`config.mk`:
```
export PLATFORM = sky130hd
export DESIGN_NAME = booth_divider
export DESIGN_NICKNAME = d
export VERILOG_FILES = /design/src/rtl/booth_divider.sv
export SDC_FILE = /design/constraint.sdc
export NUM_CORES = 1
export LEC_CHECK = 0
export ABC_AREA = 1
export CORE_AREA = 2 2 98 53
export DETAILED_ROUTE_END_ITERATION = 12
export DIE_AREA = 0 0 100 55
export PLACE_DENSITY = 0.84
export RECOVER_POWER = 25
export SLEW_MARGIN = 20
export SYNTH_ARGS = -nofsm -noshare
export SYNTH_HDL_FRONTEND = slang
export SYNTH_SLANG_ARGS = --single-unit
```
`constraint.sdc`:
```
create_clock -name clk -period 2 [get_ports clk]
set_input_delay 0.3 -clock clk [delete_from_list [all_inputs] [get_ports clk]]
set_output_delay 0.3 -clock clk [all_outputs]
set_load 0.05 [all_outputs]
```
`src/rtl/booth_divider.sv`:
```
`default_nettype none
// ============================================================================
// Module      : booth_divider
// Description : Sequential signed divider for a 2N-bit dividend and an N-bit
//               divisor. It runs a restoring shift-subtract loop on the
//               operand magnitudes and retires one quotient bit per clock.
//               The result is truncated toward zero, and the remainder takes
//               the sign of the dividend. Both sides use a valid/ready
//               handshake.
//               Optional macro BOOTH_DIV_SAT_EN: when it is defined, an
//               overflowing quotient saturates. When it is not defined, the
//               quotient wraps to its low N bits.
// Revision    : 1.0 - initial release
// ============================================================================
module booth_divider #(
    parameter int N = 4
) (
    input  logic             clk,
    input  logic             rst_n,
    input  logic             in_valid,
    output logic             in_ready,
    input  logic [2*N-1:0]   dividend,
    input  logic [N-1:0]     divisor,
    output logic             out_valid,
    input  logic             out_ready,
    output logic [N-1:0]     quotient,
    output logic [N-1:0]     remainder,
    output logic             div_zero,
    output logic             overflow
);

    localparam int            c_CW   = $clog2(2*N);
    localparam logic [c_CW-1:0] c_LAST = c_CW'(2*N-1);

    localparam logic [1:0] c_IDLE = 2'd0;
    localparam logic [1:0] c_DIV  = 2'd1;
    localparam logic [1:0] c_SIGN = 2'd2;
    localparam logic [1:0] c_DONE = 2'd3;

    logic [1:0]       r_state;
    logic [c_CW-1:0]  r_count;
    logic             r_dvd_neg;
    logic             r_dvs_neg;
    logic [2*N-1:0]   r_dvd_sh;     // dividend magnitude, shifted out MSB first
    logic [N-1:0]     r_dvs_mag;
    logic [N-1:0]     r_part;       // partial remainder, always < |divisor|
    logic [2*N-1:0]   r_q;          // quotient magnitude
    logic [N-1:0]     r_quotient;
    logic [N-1:0]     r_remainder;
    logic             r_div_zero;
    logic             r_overflow;
    logic             r_out_valid;

    // Operand magnitudes. A 2N-bit unsigned value already holds 2^(2N-1),
    // so the most negative dividend needs no extra bit.
    logic [2*N-1:0]   w_dvd_mag;
    logic [N-1:0]     w_dvs_mag;
    assign w_dvd_mag = dividend[2*N-1] ? -dividend : dividend;
    assign w_dvs_mag = divisor[N-1]    ? -divisor  : divisor;

    // One restoring step. The trial value is at most 2|divisor|-1, so it
    // fits in N+1 bits, and the difference fits back into N bits.
    logic [N:0]       w_trial;
    logic             w_ge;
    logic [N-1:0]     w_diff;
    logic [N-1:0]     w_part_nxt;
    assign w_trial    = {r_part, r_dvd_sh[2*N-1]};
    assign w_ge       = (w_trial >= {1'b0, r_dvs_mag});
    assign w_diff     = w_trial[N-1:0] - r_dvs_mag;
    assign w_part_nxt = w_ge ? w_diff : w_trial[N-1:0];

    // Sign restoration. The quotient is widened by one bit so that
    // +2^(2N-1) (e.g. -2^(2N-1) / -1) stays distinguishable.
    logic [2*N:0]     w_q_ext;
    logic [2*N:0]     w_q_true;
    logic             w_fits;
    logic [N-1:0]     w_q_out;
    logic [N-1:0]     w_r_out;
    assign w_q_ext  = {1'b0, r_q};
    assign w_q_true = (r_dvd_neg ^ r_dvs_neg) ? -w_q_ext : w_q_ext;
    assign w_fits   = (w_q_true[2*N:N-1] == '0) || (w_q_true[2*N:N-1] == '1);
    assign w_r_out  = r_dvd_neg ? -r_part : r_part;

`ifdef BOOTH_DIV_SAT_EN
    // Clamp to the nearest representable N-bit value on overflow.
    always_comb begin
        w_q_out = w_q_true[N-1:0];
        if (!w_fits) begin
            w_q_out = w_q_true[2*N] ? {1'b1, {(N-1){1'b0}}} : {1'b0, {(N-1){1'b1}}};
        end
    end
`else
    assign w_q_out = w_q_true[N-1:0];
`endif

    assign in_ready  = (r_state == c_IDLE);
    assign out_valid = r_out_valid;
    assign quotient  = r_quotient;
    assign remainder = r_remainder;
    assign div_zero  = r_div_zero;
    assign overflow  = r_overflow;

    // Control FSM, divide datapath and registered result outputs.
    always_ff @(posedge clk or negedge rst_n) begin
        if (!rst_n) begin
            r_state     <= c_IDLE;
            r_count     <= '0;
            r_dvd_neg   <= 1'b0;
            r_dvs_neg   <= 1'b0;
            r_dvd_sh    <= '0;
            r_dvs_mag   <= '0;
            r_part      <= '0;
            r_q         <= '0;
            r_quotient  <= '0;
            r_remainder <= '0;
            r_div_zero  <= 1'b0;
            r_overflow  <= 1'b0;
            r_out_valid <= 1'b0;
        end else begin
            case (r_state)
                c_IDLE: begin
                    if (in_valid) begin
                        r_dvd_neg <= dividend[2*N-1];
                        r_dvs_neg <= divisor[N-1];
                        r_dvd_sh  <= w_dvd_mag;
                        r_dvs_mag <= w_dvs_mag;
                        if (divisor == '0) begin
                            r_quotient  <= '0;
                            r_remainder <= dividend[N-1:0];
                            r_div_zero  <= 1'b1;
                            r_overflow  <= 1'b0;
                            r_state     <= c_DONE;
                        end else begin
                            r_q     <= '0;
                            r_part  <= '0;
                            r_count <= '0;
                            r_state <= c_DIV;
                        end
                    end
                end
                c_DIV: begin
                    r_part   <= w_part_nxt;
                    r_q      <= {r_q[2*N-2:0], w_ge};
                    r_dvd_sh <= {r_dvd_sh[2*N-2:0], 1'b0};
                    if (r_count == c_LAST) begin
                        r_state <= c_SIGN;
                    end else begin
                        r_count <= r_count + 1'b1;
                    end
                end
                c_SIGN: begin
                    r_quotient  <= w_q_out;
                    r_remainder <= w_r_out;
                    r_div_zero  <= 1'b0;
                    r_overflow  <= ~w_fits;
                    r_state     <= c_DONE;
                end
                default: begin
                    // DONE: raise valid one cycle after entry, then hold it
                    // until the consumer takes the result.
                    if (!r_out_valid) begin
                        r_out_valid <= 1'b1;
                    end else if (out_ready) begin
                        r_out_valid <= 1'b0;
                        r_state     <= c_IDLE;
                    end
                end
            endcase
        end
    end

endmodule
`default_nettype wire

```
==> impl_metrics.json <==
{
  "grt-ovfl-total": 0,
  "cp-start-kind": "flop",
  "power.density_cell_area_nw_per_um2": 1550,
  "preCtsSetupSlack_ns": 0.0640,
  "worst_setup_hold_path_clk_slew_ns": 0.08,
  "total_power_w": 0.00458,
  "drtIter0Drc": 196,
  "critPathCapture": "quotient[2]",
  "critical_path.n_buffers_inverters": 3,
  "grt_pass1_wl_mm": 9.84,
  "critical_path.reg2reg.endpoint": "quotient[2]",
  "synth.yosys.seq_area_share": 0.425,
  "synth_fp_nets": 355,
  "cts_made_buffers": 5,
  "timing.final.setup_violations": 0,
  "cp.arrival_ns": 2.01,
  "clk-insertion-delay-late_ns": 0.29,
  "final.setup_skew_ns": 0.00473,
  "drv_slew": 0,
  "final_non_filler_cell_area_um2": 2960,
  "netlist_instances": 324,
  "worst-r2r-cell-count": 8,
  "fin_crit_ns": 1.79,
  "placement.io_buffers": 27,
  "slowest_stage": "dfrtp_1",
  "cp_common_cell": "inv_1",
  "drive_gt1_frac": 0.0852,
  "path_class": "reg -> reg",
  "die_y_um": 55,
  "cts_tree": "yes",
  "vias_per_cell": 5.39,
  "post_drt_wl_per_cell_um": 14.0,
  "slew_headroom": 0.424,
  "p_leak_nw": 1.50,
  "fin_util": 0.632,
  "netlist_area_um2": 2470,
  "detailedPlacementHpwl_mm": 4.66,
  "grt_max_degree": 18,
  "dpl-instance-area_um2": 2860,
  "status": "completed",
  "reg2reg_from": "r_state[0]",
  "floorplan.initialDensity": 0.528,
  "number_of_global_route_vias_before_repair": 2101,
  "core_region_area_um2": 4680,
  "setup_slack_ns": 0.214,
  "grt_setup_unrepaired": "no",
  "floorplan.rows": 18,
  "timing.final.crit_share": 0.893,
  "clock_tree.root_cell": "clkbuf_8",
  "worst_path_dominant_cell_family": "compound AO/OA/AOI/OAI gates",
  "globalRouteTotalUtil": 0.236,
  "insertedDiodeCount": 0,
  "timing.fmax_ghz": 0.560,
  "vdd.ir_drop.worst_mv": 0.852,
  "dr_total_vias": 2285,
  "cts_max_path_bufs": 2,
  "detail-route-antenna-nets": 0,
  "synth-seq-cells": 42,
  "drv.max_cap_violation_count": 0,
  "timing_worst_slew_pin_value_ns": 0.864,
  "grt_antenna_before_repair": 0,
  "critical_path_peak_fanout": 8,
  "syn_avg_cell_area_um2": 7.64,
  "layout_stage_area_growth_over_the_synthesis_result_pct": 19.6,
  "fin_nets": 394,
  "timing_hold_violations_final": 0,
  "fp.dieArea_um2": 5500,
  "fin_setup_tns_ns": 0,
  "io-pin-count": 28,
  "synth_cell_type_count": 27,
  "critical_path_required_ns": 2.23,
  "die_width_um": 100,
  "detailed_routing_iteration_count_for_the_pre_antenna_repair_pass": 5,
  "timing.critical_path.slowest_cell_delay_ns": 0.41,
  "h-tree-depth": 2,
  "cp_cell_sequence": "inv_1, ha_2, nand2_1, inv_1, nand3_1, a21oi_2, inv_1, o21ai_1",
  "worst_setup_path_end_kind": "flop",
  "drcViolationCount": 0,
  "synth-warning-count": 0,
  "globalplace.congestion": 0.937,
  "reg2reg_slack_ns": 0.21,
  "drt_wl_total_mm": 5.95,
  "nFillCells": 407,
  "setup.worst_path.start": "r_state[0]",
  "path_class_of_the_lowest_slack_min_delay_path": "reg -> reg",
  "crit_cells": 8,
  "cts_sinks": 42
}
-- metrics by stage --
step	std cells	hold slack [ns]
3_3_place_gp	415	0.225
2_1_floorplan	324	0.00441
3_5_place_dp	415	0.231
4_1_cts	424	0.442
6_report	424	0.487
5_1_grt	424	0.518
-- kinds of logic (layout without fill, tap and decap cells) --
family,after synthesis,count (layout),share of synthesized area
AND/OR/NAND/NOR,156,156,0.266
AO/OA/AOI/OAI,53,53,0.123
XOR/XNOR,5,5,0.0177
flip-flops,42,42,0.425
adder cells (fa/ha/maj),15,15,0.0789
buffers and inverters,52,92,0.0854
multiplexers,1,1,0.00455
-- area by class of cell --
type	instances	area (um^2)	share of cell area
clock buffer	7	86.3	0.0292
clock inverter	1	5.00	0.00169
inverter	47	176	0.0596
multi-input combinational	230	1220	0.411
sequential	42	1050	0.355
tap	60	75.1	0.0254
timing repair buffer	37	349	0.118
-- flip-flops by register name (all words and copies together) (netlist names) --
register / flops
r_dvd_sh: 8
r_q: 8
out_valid: 1
div_zero: 1
r_part: 4
r_dvs_neg: 1
r_count: 3
overflow: 1
r_dvd_neg: 1
remainder: 4
r_dvs_mag: 4
quotient: 4
r_state: 2
-- tightest hold or removal path, delay by kind of cell (launching register included) --
family | cells | cell delay [ns]
flip-flops | 1 | 0.35
AND/OR/NAND/NOR | 2 | 0.10
-- cell usage after synthesis --
cell | count | area share
a21oi_1 | 11 | 0.022
ha_1 | 14 | 0.071
a21oi_2 | 3 | 0.011
inv_2 | 3 | 0.0045
a22oi_1 | 1 | 0.0030
a31oi_1 | 2 | 0.0051
nand4_1 | 4 | 0.010
buf_6 | 2 | 0.0091
nand2_1 | 90 | 0.14
nand2_4 | 2 | 0.0091
buf_2 | 1 | 0.0020
fa_1 | 1 | 0.0081
nor2_4 | 1 | 0.0045
dfrtp_1 | 42 | 0.42
o21ai_2 | 2 | 0.0071
o211ai_1 | 2 | 0.0061
nor2_1 | 27 | 0.041
mux2_2 | 1 | 0.0045
o22ai_1 | 8 | 0.020
xnor2_1 | 1 | 0.0035
clkbuf_1 | 2 | 0.0030
o21ai_1 | 3 | 0.0061
nand3_1 | 27 | 0.055
xor2_1 | 4 | 0.014
nor3_1 | 5 | 0.010
o21ai_0 | 21 | 0.042
inv_1 | 44 | 0.067
-- per-layer routing --
metal	GRT usage	wire, um
met5	0	0
met2	0.355	2310
met1	0.348	3120
met4	0.0639	81
met3	0.0503	442
-- power by group --
group	total, W	switching, W	internal [W]
combinational	0.00268	0.00176	0.000914
clock	0.000576	0.000298	0.000279
sequential	0.00132	0.000171	0.00115
total	0.00458	0.00223	0.00235
-- layout by cell type (no fill, tap or decap), drive strengths merged --
cell type and count:
xnor2 1, inv 47, o211ai 2, dfrtp 42
nand4 4, dlygate4sd3 1, a21oi 14, xor2 4
nor3 5, nor2 28, clkinv 1, o22ai 8
clkbuf 9, o21ai 26, fa 1, buf 9
a22oi 1, a31oi 2, mux2 1, nand3 27
clkdlybuf4s50 25, ha 14, nand2 92
-- worst min-delay path by stage --
stage	from	end	slack (ns)	cells after the start
3_5_place_dp	rst_n	r_dvd_sh[1]	0.23	1
5_1_grt	r_count[2]	r_count[2]	0.52	2
3_3_place_gp	rst_n	r_dvd_sh[1]	0.23	1
4_1_cts	rst_n	r_dvd_sh[1]	0.44	2
6_report	r_count[1]	r_count[1]	0.49	2
2_1_floorplan	rst_n	div_zero	0.004	0
-- timing repair --
action,4_1_cts,5_1_grt
hold endpoints to repair,12,0
endpoints found under the setup margin,0,17
gates resized for setup,0,3
setup buffers,0,0
hold buffers,1,0
(Power assumes the default switching activity.)
==> patch (same flow settings) <==
The option `BOOTH_DIV_SAT_EN` is turned on by a define.
--- a/src/rtl/booth_divider.sv
+++ b/src/rtl/booth_divider.sv
@@ -14,2 +14,4 @@
 // ============================================================================
+`define BOOTH_DIV_SAT_EN
+
 module booth_divider #(
Function: same outputs for any inputs over 10 cycles, from zero or initial values and one cycle with rst_n low; that may be too few to reach the edited logic, so the function may still have changed.
==> patch against the unedited design <==
Synthesized area shrank 2.3%. Total power grew 1.4%. Fmax grew 0.53%. Cell area shrank 1.9%. Setup slack gained 9.3 ps. Utilization shrank 1.2 points. Wire length shrank 8.5%. Critical path depth shrank 7. Sequential cell count is the same.
==> patch: results (changes against the unedited design) <==
- Part of the cycle the worst path needs: 88.9% (-0.47 points)
- CP top delay family: buffers and inverters
- Post-synth top cells: nand2_1, inv_1, dfrtp_1
- CP Launch Point: remainder[3]
- Sequential power share: 28.7% (-0.2 points)
- R2r startpoint: r_part[1]
- Netlist cell types: 32 (+19%)
- CP max-delay cell: clkdlybuf4s50_1
- Worst Setup EP: remainder[3]
- Met3 Wirelength: 379 um (-14%)
- Max-slew headroom: 31.6% (-11 points)
- Met3 GRT Util: 5.90% (+0.88 points)
- Global-route wire length before repair: 9660 um (-1.8%)
- GRT met1 Usage: 33.6% (-1.1 points)
- GRT met2 Usage: 34.7% (-0.79 points)
- Placed Instance Area: 2800 sq um (-2.1%)
- Max rail drop VDD: 0.996 mV (+17%)
- GPL Wtd Cong: 0.923 (-1.5%)
- Vias in the first global route: 2,081 (-0.95%)
- XOR/XNOR Fraction of Synth Area: 1.81% (+0.042 points)
- Syn Nets: 335 (-5.6%)
- P_sw: 2.18 mW (-2.3%)
- Nets: 373 (-5.3%)
- Max incr delay on CP: 810 ps (+400 ps)
- Post-synthesis mux area share: 0.466% (+0.011 points)
- Synth Area in Compound Gates: 15.4% (+3.1 points)
- Seq/Total Area, Yosys: 43.5% (+1.0 points)
- Synth top area cells: dfrtp_1, nand2_1, ha_1, inv_1, o21ai_0
- Initial DRT Pass Iterations: 4 (-1)
- Largest net degree at the start of global routing: 43 (+25)
- Gr usage total: 23.1% (-0.51 points)
- Status: completed
- Worst Reg-to-Reg Cells: 7 (-1)
- Post-Synth Adder-Cell Area: 8.07% (+0.19 points)
- Worst R2R Setup Slack: 240 ps (+30 ps)
- Reg2reg end: r_part[2]
- Crit Path Max Fanout: 2 (-6)
- Starting DRC count in detailed routing: 103 (-47%)
- Metal2 WL: 2150 um (-6.7%)
- CP Data Arrival Time: 1480 ps (-530 ps)
- Leak: 1.46 nW (-2.4%)
- Clock Power: 0.666 mW (+16%)
- Setup Slack @ Placement: 112 ps (+48.0 ps)
- Clock Power Share: 14.4% (+1.8 points)
## patch: worst min path at each step
stage | startpoint | to | slack [ps] | cells after the start
after floorplan | rst_n | div_zero | 4 | 0
after global placement | rst_n | r_dvd_sh[3] | 400 | 2
after global routing | rst_n | remainder[2] | 350 | 2
after detailed placement | rst_n | r_dvd_sh[3] | 400 | 2
after CTS | rst_n | r_dvd_sh[3] | 80 | 2
final | rst_n | r_part[0] | 250 | 2
## patch: logic make-up after synthesis
family | after synthesis
flip-flops | 42
adder cells (fa/ha/maj) | 15
AND/OR/NAND/NOR | 126
buffers and inverters | 50
multiplexers | 1
XOR/XNOR | 5
AO/OA/AOI/OAI | 65
## patch: layout make-up
type / instances / area, sq um
fill: 411 / 1780
tap: 60 / 75.1
clock inverter: 1 / 30.0
sequential: 42 / 1050
timing repair buffer: 34 / 325
clock buffer: 7 / 76.3
multi-input combinational: 212 / 1170
inverter: 47 / 176
## patch: what timing repair did
action | CTS | global route
setup endpoints to repair | 0 | 6
resized for setup | 0 | 1
setup buffers | 0 | 0
